--- src/rtl/axi4_lite_slave_regfile.sv ---
// rtl/axi4_lite_slave_regfile.sv - AXI4-Lite slave register file with independent write and read FSMs
module axi4_lite_slave_regfile #(
  parameter int ADDRESS    = 32,
  parameter int DATA_WIDTH = 32,
  parameter int NUM_REGS   = 16
) (
  input  logic                    ACLK,
  input  logic                    ARESET,
  input  logic [ADDRESS-1:0]      AWADDR,
  input  logic                    AWVALID,
  output logic                    AWREADY,
  input  logic [DATA_WIDTH-1:0]   WDATA,
  input  logic [DATA_WIDTH/8-1:0] WSTRB,
  input  logic                    WVALID,
  output logic                    WREADY,
  output logic [1:0]              BRESP,
  output logic                    BVALID,
  input  logic                    BREADY,
  input  logic [ADDRESS-1:0]      ARADDR,
  input  logic                    ARVALID,
  output logic                    ARREADY,
  output logic [DATA_WIDTH-1:0]   RDATA,
  output logic [1:0]              RRESP,
  output logic                    RVALID,
  input  logic                    RREADY
);
  localparam int IDX_W = $clog2(NUM_REGS);
  localparam int NB    = DATA_WIDTH / 8;
  localparam logic [ADDRESS-1:0] ADDR_LIMIT = ADDRESS'(NUM_REGS * 4);

  localparam logic [0:0] WR_IDLE = 1'b0;
  localparam logic [0:0] WR_RESP = 1'b1;
  localparam logic [0:0] RD_IDLE = 1'b0;
  localparam logic [0:0] RD_DATA = 1'b1;
  localparam logic [1:0] RESP_OKAY   = 2'b00;
  localparam logic [1:0] RESP_SLVERR = 2'b10;

  logic                  active_q;
  logic [0:0]            wr_state_q, wr_state_d;
  logic                  aw_done_q, aw_done_d;
  logic                  w_done_q, w_done_d;
  logic [ADDRESS-1:0]    awaddr_q, awaddr_d;
  logic [DATA_WIDTH-1:0] wdata_q, wdata_d;
  logic [NB-1:0]         wstrb_q, wstrb_d;
  logic [1:0]            bresp_q, bresp_d;
  logic                  wr_commit, wr_in_range;
  logic [0:0]            rd_state_q, rd_state_d;
  logic [DATA_WIDTH-1:0] rdata_q, rdata_d;
  logic [1:0]            rresp_q, rresp_d;
  logic [DATA_WIDTH-1:0] regs_q [NUM_REGS];
  logic                  aw_hs, w_hs, ar_hs, ar_in_range;

  // Readies come from registered state only, so they stay low through reset and rise one edge after release.
  assign AWREADY = active_q && (wr_state_q == WR_IDLE) && !aw_done_q;
  assign WREADY  = active_q && (wr_state_q == WR_IDLE) && !w_done_q;
  assign ARREADY = active_q && (rd_state_q == RD_IDLE);
  assign BVALID  = (wr_state_q == WR_RESP);
  assign BRESP   = bresp_q;
  assign RVALID  = (rd_state_q == RD_DATA);
  assign RDATA   = rdata_q;
  assign RRESP   = rresp_q;

  assign aw_hs       = AWVALID && AWREADY;
  assign w_hs        = WVALID && WREADY;
  assign ar_hs       = ARVALID && ARREADY;
  assign ar_in_range = (ARADDR < ADDR_LIMIT);

  always_comb begin
    wr_state_d = wr_state_q;
    aw_done_d  = aw_done_q;
    w_done_d   = w_done_q;
    awaddr_d   = awaddr_q;
    wdata_d    = wdata_q;
    wstrb_d    = wstrb_q;
    bresp_d    = bresp_q;
    wr_commit  = 1'b0;
    if (aw_hs) begin
      aw_done_d = 1'b1;
      awaddr_d  = AWADDR;
    end
    if (w_hs) begin
      w_done_d = 1'b1;
      wdata_d  = WDATA;
      wstrb_d  = WSTRB;
    end
    wr_in_range = (awaddr_d < ADDR_LIMIT);
    case (wr_state_q)
      WR_IDLE: begin
        if (aw_done_d && w_done_d) begin
          wr_commit  = 1'b1;
          wr_state_d = WR_RESP;
          bresp_d    = wr_in_range ? RESP_OKAY : RESP_SLVERR;
        end
      end
      default: begin
        if (BREADY) begin
          wr_state_d = WR_IDLE;
          aw_done_d  = 1'b0;
          w_done_d   = 1'b0;
        end
      end
    endcase
  end

  // The array is read before this edge's write lands, so a same-edge collision returns the old value.
  always_comb begin
    rd_state_d = rd_state_q;
    rdata_d    = rdata_q;
    rresp_d    = rresp_q;
    case (rd_state_q)
      RD_IDLE: begin
        if (ar_hs) begin
          rd_state_d = RD_DATA;
          rdata_d    = ar_in_range ? regs_q[ARADDR[IDX_W+1:2]] : '0;
          rresp_d    = ar_in_range ? RESP_OKAY : RESP_SLVERR;
        end
      end
      default: begin
        if (RREADY) rd_state_d = RD_IDLE;
      end
    endcase
  end

  always_ff @(posedge ACLK) begin
    if (ARESET) begin
      active_q   <= 1'b0;
      wr_state_q <= WR_IDLE;
      aw_done_q  <= 1'b0;
      w_done_q   <= 1'b0;
      awaddr_q   <= '0;
      wdata_q    <= '0;
      wstrb_q    <= '0;
      bresp_q    <= RESP_OKAY;
      rd_state_q <= RD_IDLE;
      rdata_q    <= '0;
      rresp_q    <= RESP_OKAY;
      for (int r = 0; r < NUM_REGS; r++) regs_q[r] <= '0;
    end else begin
      active_q   <= 1'b1;
      wr_state_q <= wr_state_d;
      aw_done_q  <= aw_done_d;
      w_done_q   <= w_done_d;
      awaddr_q   <= awaddr_d;
      wdata_q    <= wdata_d;
      wstrb_q    <= wstrb_d;
      bresp_q    <= bresp_d;
      rd_state_q <= rd_state_d;
      rdata_q    <= rdata_d;
      rresp_q    <= rresp_d;
      if (wr_commit && wr_in_range) begin
        for (int b = 0; b < NB; b++) begin
          if (wstrb_d[b]) regs_q[awaddr_d[IDX_W+1:2]][8*b +: 8] <= wdata_d[8*b +: 8];
        end
      end
    end
  end

endmodule

--- config.mk ---
export PLATFORM = sky130hd
export DESIGN_NAME = axi4_lite_slave_regfile
export DESIGN_NICKNAME = d
export VERILOG_FILES = /design/src/rtl/axi4_lite_slave_regfile.sv
export SDC_FILE = /design/constraint.sdc
export NUM_CORES = 1
export LEC_CHECK = 0
export CAP_MARGIN = 20
export CORE_UTILIZATION = 40
export CTS_CLUSTER_DIAMETER = 200
export DETAILED_ROUTE_END_ITERATION = 10
export PLACE_DENSITY = 0.68
export SLEW_MARGIN = 20
export SYNTH_ARGS = -nofsm -noshare
export SYNTH_HDL_FRONTEND = slang
export SYNTH_SLANG_ARGS = --single-unit
--- constraint.sdc ---
create_clock -name ACLK -period 2.8 [get_ports ACLK]
set_input_delay 0.56 -clock ACLK [delete_from_list [all_inputs] [get_ports ACLK]]
set_output_delay 0.56 -clock ACLK [all_outputs]
set_load 0.1 [all_outputs]
Word level (Yosys, flattened, before mapping)

Memory sizes are Yosys's and may differ from the RTL's.
Index checks and enable logic that the tools add are counted.

Memories: 1
Word-level logic and storage cells: 71
Bits in writable memories: 512
Output and inout port bits: 41
Input bits: 107
Bits in registers: 109

Reduce and logical (&&, ||, !) cells: 14
Magnitude comparators: 2
Bitwise gates (word level): 2
Mux-type cells: 41

Memory list:

| memory | words | bits a word | rd ports | clocked after Yosys merged registers in | write ports | RTL line | RTL |
|---|---|---|---|---|---|---|---|
| regs_q | 16    | 32          | 1        | 0                                       | 16          | 50       | `logic [DATA_WIDTH-1:0] regs_q [NUM_REGS];` |

Operator list:

| kind                                                                  | number |
|---|---|
| 32-bit two-way mux                                                    | 4 |
| 32-bit by 7-bit < comparator with 1-bit output, second input constant | 2 |
| 1-bit two-way mux                                                     | 32 |
| 32-bit OR reduction                                                   | 1 |
| 4-bit two-way mux                                                     | 3 |
| 1-bit logical AND                                                     | 9 |
| 2-bit two-way mux                                                     | 2 |
| 2-bit AND reduction                                                   | 2 |
| 1-bit logical NOT                                                     | 2 |
| 1-bit inverter                                                        | 2 |

Logic depth before layout (Yosys ltp)

Gate-level depths: netlist (run 1).

Word-level depth: 14
Mapped depth: 9

Worst setup path after synthesis (run 1)

OpenSTA, ideal clock, no wires.

Path type: register -> register
Start: register wr_state_q, in the netlist BVALID
End: memory regs_q[3][24] (enable)
Path slack: -458 ps
Data arrival time: 2874 ps
Required time: 2416 ps
Setup time: 384 ps
Cell stages (with the launch flop): 8
Path buffers: 3
Cells stage by stage: dfxtp_1 nor4bb_1 buf_6 mux2i_1 buf_2 buf_4 nand4_1 o21ai_0

RTL lines:

| what                   | RTL line | RTL |
|---|---|---|
| start, declared        | 39       | `logic [0:0] wr_state_q, wr_state_d;` |
| start signal, assigned | 140      | `wr_state_q <= wr_state_d;` |
| end, declared          | 50       |  |

==> results of run 1 <==
[worst max-delay path by stage]
stage	to	slack [ns]	startpoint	cells past startpoint
6_report	regs_q[7][8]	0.19	AWVALID	8
5_1_grt	regs_q[15][31]	0.07	active_q	9
4_1_cts	regs_q[3][18]	0.21	active_q	8
3_5_place_dp	regs_q[7][8]	-0.36	AWVALID	8
2_1_floorplan	regs_q[3][0]	-0.17	BVALID	7
3_3_place_gp	regs_q[7][6]	-0.34	AWVALID	8
[registers in the layout (all words and copies together), names as in the netlist]
| register | count |
|---|---|
| regs_q | 512 |
| RDATA | 32 |
| wdata_q | 32 |
| awaddr_q | 30 |
| wstrb_q | 4 |
| BRESP | 1 |
| BVALID | 1 |
| RRESP | 1 |
| RVALID | 1 |
| active_q | 1 |
| aw_done_q | 1 |
| w_done_q | 1 |
[cell usage after synthesis (3+ instances only)]
cell / count
a221o_1: 30
nor2b_1: 11
o22a_1: 12
o21ai_0: 69
nor4_1: 16
o21a_1: 3
buf_1: 11
nor2_2: 25
buf_6: 33
buf_2: 46
nand3b_4: 16
mux2i_1: 34
nand4_1: 12
buf_4: 3
mux4_2: 128
edfxtp_1: 512
o32a_1: 3
mux2_2: 34
nand2_1: 173
nor2_1: 522
a21oi_1: 69
nor3_1: 8
and2_1: 5
clkbuf_1: 82
dfxtp_1: 105
nand3_1: 29
a32oi_1: 4
a22oi_1: 10
nand2b_1: 3
nor2_4: 7
[metrics by stage]
step	worst slack (ns)	area [um^2]	power, uW
after floorplan	-0.172	27300	11500
after global placement	-0.337	31200	12200
after detailed placement	-0.364	31200	12200
after CTS	0.214	33200	20500
after global routing	0.0731	33200	20900
final	0.187	33200	20300
[power groups by stage]
stage               Clock, uW  Combinational [uW]  Sequential, uW
CTS                      8410                1730           10300
finish                   8290                1720           10300
detailed placement          0                1720           10500
floorplan                   0                 989           10500
global placement            0                1690           10500
global route             8740                1830           10300
[metal layers]
| layer | vias up | part of all wire, % | GRT usage (%) |
|---|---|---|---|
| li1 | 7988 | - | - |
| met1 | 8979 | 40 | 27.1 |
| met2 | 835 | 49 | 33.8 |
| met3 | 146 | 8.3 | 3.58 |
| met4 | 2 | 3.1 | 6.67 |
| met5 | - | 0.018 | 0 |
[layout by cell type, fill, tap and decap left out, types with 11 or more instances in the layout]
cell             Yosys  routed
mux4_2             128     128
mux2_2              34      34
clkdlybuf4s50_1      0      98
a221o_1             30      30
nor2_2              25      26
nand3b_4            16      16
nand4_1             12      12
buf_4                3     210
nor4_1              16      16
mux2i_1             34      33
nand3_1             29      29
o21ai_1              0      35
nor2_1             522     521
clkinv_2             0      11
dfxtp_1            105     104
buf_12               0      56
o22a_1              12      12
nor2b_1             11      11
edfxtp_1           512     512
a21oi_1             69      69
clkbuf_16            0      60
nand2_1            173     173
o21ai_0             69      34
[layout make-up]
| class | instances | area share (%) |
|---|---|---|
| multi-input combinational | 1258 | 26.8 |
| timing repair buffer | 366 | 11.1 |
| clock buffer | 72 | 4.75 |
| tap | 873 | 3.29 |
| clock inverter | 37 | 1.31 |
| sequential | 617 | 52.7 |
| inverter | 2 | 0.0226 |
[logic make-up after synthesis]
logic type | after synthesis | synth area share, %
AO/OA/AOI/OAI | 208 | 4.89
other | 1 | 0.0137
AND/OR/NAND/NOR | 852 | 14.3
flip-flops | 617 | 63.9
buffers and inverters | 180 | 3.72
multiplexers | 196 | 13.2
[worst register-to-register path, cell delays in order, from the launching register on]
cell       delay [ns]
dfxtp_1          0.50
nand4bb_1        0.26
buf_4            0.26
and3_1           0.24
a22oi_1          0.72
o21ai_0          0.17
buf_4            0.22
==> results.sh, run 1 <==
export IMPL_status="finished clean"
export IMPL_root_buffer="clkbuf_16"
export IMPL_crit_fanout=13
export IMPL_power_frac_clock_pct=40.8
export IMPL_numCtsBuffers=58
export IMPL_ys_seq_area_share_pct=63.9
export IMPL_drv_slew=0
export IMPL_rsz0062_at_grt="false"
export IMPL_die_area_um2=69400
export IMPL_worstSetupStartpointType="primary input"
export IMPL_path_clk_slew_ns=0.06
export IMPL_grt_max_degree=80
export IMPL_max_freq_ghz=0.383
export IMPL_routedWlPerCell_um=21.8
export IMPL_maxCapViolations=0
export IMPL_cp_end_kind="flop"
export IMPL_rr_endpoint="regs_q[7][8]"
export IMPL_cts_resized=0
export IMPL_min_from="awaddr_q[27]"
export IMPL_drc=0
export IMPL_yosysTopAreaCellShare_pct=56.2
export IMPL_rr_startpoint="active_q"
export IMPL_p_sw_share_pct=22.2
export IMPL_power_switching_uw=4520
export IMPL_numPlacedInstances=3116
export IMPL_yosys_area_top_type="edfxtp_1"
export IMPL_clock_sinks=617
export IMPL_syn_area_um2=27300
export IMPL_synthArstFlopShare_pct=0
export IMPL_cellPowerDensity_nw_per_um2=612
export IMPL_post_route_min_period_ns=2.61
export IMPL_crit_type="primary input to flop"
export IMPL_ys_top_cells_by_area="edfxtp_1, mux4_2, dfxtp_1"
export IMPL_holdCritPathClass="flop to flop"
export IMPL_multi_input_area_um2=8910
export IMPL_cts_htree_levels=2
export IMPL_coreArea_um2=67400
export IMPL_die_h_um=263
export IMPL_fill_cells=5606
export IMPL_hold_depth=2
export IMPL_crit_path_frequent_cell="buf_4"
export IMPL_finClkSkew_ns=0.0171
export IMPL_die_width_um=263
export IMPL_worstMarginPinSlew_ns=0.882
export IMPL_yosysWarningCount=0
export IMPL_avgSynthCellArea_um2=13.3
export IMPL_pwr_share_seq_pct=50.8
export IMPL_vias_per_cell=5.57
export IMPL_syn2layout_area_growth_pct=21.4
export IMPL_synth_cell_types=59
export IMPL_core_rowCount=95
export IMPL_critPathArrivalTime_ns=2.98
export IMPL_whs_endpoint="awaddr_q[27]"
export IMPL_path_cells="clkdlybuf4s50_1 -> buf_4 -> nand4bb_1 -> buf_4 -> and3_1 -> a22oi_1 -> o21ai_0 -> buf_4"
export IMPL_dp_hpwl_mm=48.4
export IMPL_hold_slack_ns=0.457
export IMPL_p_leak_uw=0.0116
export IMPL_ant_nets=0
export IMPL_regArea_um2=17500
export IMPL_setup_tns_ns=0
export IMPL_critical_path_buf_inv_count=4
export IMPL_worst_r2r_setup_slack_ns=0.20
export IMPL_holdBufCountCts=0
export IMPL_grt_ovfl_total=0
export IMPL_ys_flop_type="edfxtp_1"
export IMPL_clk_latency_ns=0.62
export IMPL_combinationalPowerShare_pct=8.5
export IMPL_crit_path_max_incr_delay_ns=0.72
export IMPL_cts_max_path_buffers=3
export IMPL_finalCritPeriodShare_pct=93.3
export IMPL_start_util_pct=40.6
export IMPL_grtUsageTotal_pct=20.4
export IMPL_stdcell_count=3225
export IMPL_routed_wl_mm=70.4
export IMPL_ir_worst_vdd_mv=0.410
export IMPL_p_int_uw=15800
export IMPL_vias=18000
export IMPL_cp_top_family="buffers and inverters"
export IMPL_grt_pass1_vias=18300
export IMPL_utilization_pct=49.3
export IMPL_syn_inst=2054
export IMPL_antenna_cells=0
export IMPL_gp_congestion=0.880
export IMPL_cts_tree="done"
export IMPL_dr_pass1_iters=5
export IMPL_drive_above_1_share_pct=25.0
export IMPL_post_cts_buffers=0
export IMPL_port_buffers=141
export IMPL_synth_edf_count=512
export IMPL_antenna_found_initial=1
export IMPL_grt_pass1_wl_mm=108
export IMPL_finalNetCount=2410
export IMPL_pin_count=148
export IMPL_hold_violations=0
export IMPL_ys_ff_latch=617
export IMPL_worst_slew_margin_rel_pct=41.2
export IMPL_drt_iter0_markers=2001
export IMPL_crit_slowest_cell="a22oi_1"
export IMPL_reg2reg_depth=6
export IMPL_worstPathRequired_ns=3.17
export IMPL_finalSetupViolations=0
(Power assumes the default switching activity.)
==> run 2: changes to the inputs <==
CORE_UTILIZATION = 45   (was 40)
PLACE_DENSITY = 0.74   (was 0.68)
==> run 2 against run 1 <==
Worst setup slack got worse by 0.011 ns; register-to-register slack lost 0.02 ns; clock skew increased by 0.0055 ns; wire length increased by 0.71%; flip-flop and latch count did not move; count of clock-buffer cells in the layout increased by 10; via count rose by 0.99%; worst hold slack worse by 0.0015 ns; critical path depth unchanged; utilization rose by 6.0 points.
==> results.sh, run 2 (synthesis results as in run 1) <==
export IMPL_port_buffers=141
export IMPL_critical_path_buf_inv_count=3
export IMPL_die_area_um2=61700
export IMPL_path_cells="nor4bb_4 -> buf_12 -> nand3_1 -> a21oi_4 -> nand4_1 -> buf_4 -> o21ai_0 -> buf_4"
export IMPL_vias=18100
export IMPL_clock_sinks=617
export IMPL_crit_type="flop to flop"
export IMPL_worst_slew_margin_rel_pct=34.7
export IMPL_cts_htree_levels=2
export IMPL_routedWlPerCell_um=22.7
export IMPL_gp_congestion=0.895
export IMPL_setup_tns_ns=0
export IMPL_crit_path_max_incr_delay_ns=0.50
export IMPL_coreArea_um2=59500
export IMPL_regMostFlops="regs_q"
export IMPL_cp_end_kind="flop"
export IMPL_drt_iter0_markers=2033
export IMPL_drc=0
export IMPL_utilization_pct=55.3
export IMPL_root_buffer="clkbuf_16"
export IMPL_grt_pass1_vias=18400
export IMPL_cts_tree="done"
export IMPL_syn2layout_area_growth_pct=20.3
export IMPL_antenna_cells=0
export IMPL_numCtsBuffers=57
export IMPL_finalNetCount=2418
export IMPL_finClkSkew_ns=0.0226
export IMPL_status="finished clean"
export IMPL_crit_fanout=14
export IMPL_dp_hpwl_mm=47.8
export IMPL_rsz0062_at_grt="false"
export IMPL_finalSetupViolations=0
export IMPL_holdCritPathClass="primary input to flop"
export IMPL_crit_slowest_cell="dfxtp_1"
export IMPL_worstSetupStartpointType="flop"
export IMPL_start_util_pct=46.0
export IMPL_grtUsageTotal_pct=22.9
export IMPL_core_rowCount=89
export IMPL_post_route_min_period_ns=2.62
export IMPL_largest_register_ffs=512
export IMPL_combinationalPowerShare_pct=8.7
export IMPL_fin_ws_ns=0.176
export IMPL_place_ws_ns=-0.449
export IMPL_maxCapViolations=0
export IMPL_drv_slew=0
export IMPL_worstPathRequired_ns=3.10
export IMPL_most_common_layout_cells="nor2_1, edfxtp_1, buf_4"
export IMPL_grt_ovfl_total=0
export IMPL_power_frac_clock_pct=39.1
export IMPL_critPathArrivalTime_ns=2.93
export IMPL_cellPowerDensity_nw_per_um2=601
export IMPL_finalCritPeriodShare_pct=93.7
export IMPL_crit_path_frequent_cell="buf_4"
export IMPL_die_width_um=248
export IMPL_worstMarginPinSlew_ns=0.979
export IMPL_pin_count=148
export IMPL_routed_wl_mm=70.9
export IMPL_hold_violations=0
export IMPL_antenna_found_initial=0
export IMPL_max_freq_ghz=0.381
export IMPL_drive_above_1_share_pct=25.1
export IMPL_ir_worst_vdd_mv=0.457
export IMPL_ant_nets=0
export IMPL_grt_max_degree=68
export IMPL_p_leak_uw=0.0115
export IMPL_cts_max_path_buffers=3
export IMPL_hold_slack_ns=0.455
export IMPL_dr_pass1_iters=7
export IMPL_grt_pass1_wl_mm=108
export IMPL_pwr_share_seq_pct=52.2
export IMPL_power_switching_uw=4390
export IMPL_layout_commonest_cell="nor2_1"
export IMPL_clk_latency_ns=0.62
export IMPL_p_int_uw=15400
export IMPL_die_h_um=248
export IMPL_cp_top_family="buffers and inverters"
export IMPL_vias_per_cell=5.79
export IMPL_p_sw_share_pct=22.2
export IMPL_path_clk_slew_ns=0.06
## run 2: cell types whose count changed in the layout (fill, tap and decap cells not counted), sizes merged
cell and change:
clkinvlp +1, bufinv -4, clkinv -12, clkbuf +10, buf +9
## run 2: cell type report
| cell class | instances | area, um^2 |
|---|---|---|
| timing repair buffer | 375 | 3680 |
| clock inverter | 22 | 250 |
| sequential | 617 | 17500 |
| tap | 773 | 967 |
| inverter | 2 | 7.51 |
| multi-input combinational | 1258 | 8910 |
| clock buffer | 82 | 1590 |
| fill | 4727 | 26600 |
## run 2: worst register-to-register path: stages (launching register included)
cell      delay (ns)
dfxtp_1         0.50
nor4bb_4        0.31
buf_12          0.18
nand3_1         0.13
a21oi_4         0.29
nand4_1         0.19
buf_4           0.23
o21ai_0         0.23
buf_4           0.25
## run 2: timing repair
action | 4_1_cts | 5_1_grt
hold endpoints to repair | 0 | 0
hold buffers | 0 | 0
buffers inserted | 0 | 1
setup endpoints to repair | 0 | 16
gates resized for setup | 0 | 1
## run 2: metal layers
metal	up-vias	global-route usage, %	wire (um)
met5	-	0	0
met4	0	8.86	2410
met3	152	4.31	6750
met2	989	38.8	34900
met1	8973	29.1	26900
li1	8013	-	-
## run 2: worst paths after layout
| path | from | cells past startpoint | end | slack (ns) |
|---|---|---|---|---|
| max | active_q | 8 | regs_q[13][16] | 0.18 |
| min | ARESET | 3 | wdata_q[12] | 0.46 |
| max reg2reg | active_q | 8 | regs_q[13][16] | 0.18 |
| min reg2reg | awaddr_q[24] | 2 | awaddr_q[24] | 0.46 |
## run 2: power groups by stage
stage / clock network, uW / registers (uW) / logic [uW]
6_report: 7730 / 10300 / 1720
3_5_place_dp: 0 / 10500 / 1710
3_3_place_gp: 0 / 10500 / 1680
4_1_cts: 7810 / 10300 / 1720
2_1_floorplan: 0 / 10500 / 989
5_1_grt: 8160 / 10300 / 1820
## run 2: metrics by stage
step,total power (uW),cell area (um^2),cells
final,19800,32900,3129
after global placement,12200,31000,3024
after CTS,19800,32900,3128
after detailed placement,12200,31000,3024
after floorplan,11500,27300,2055
after global routing,20300,32900,3129
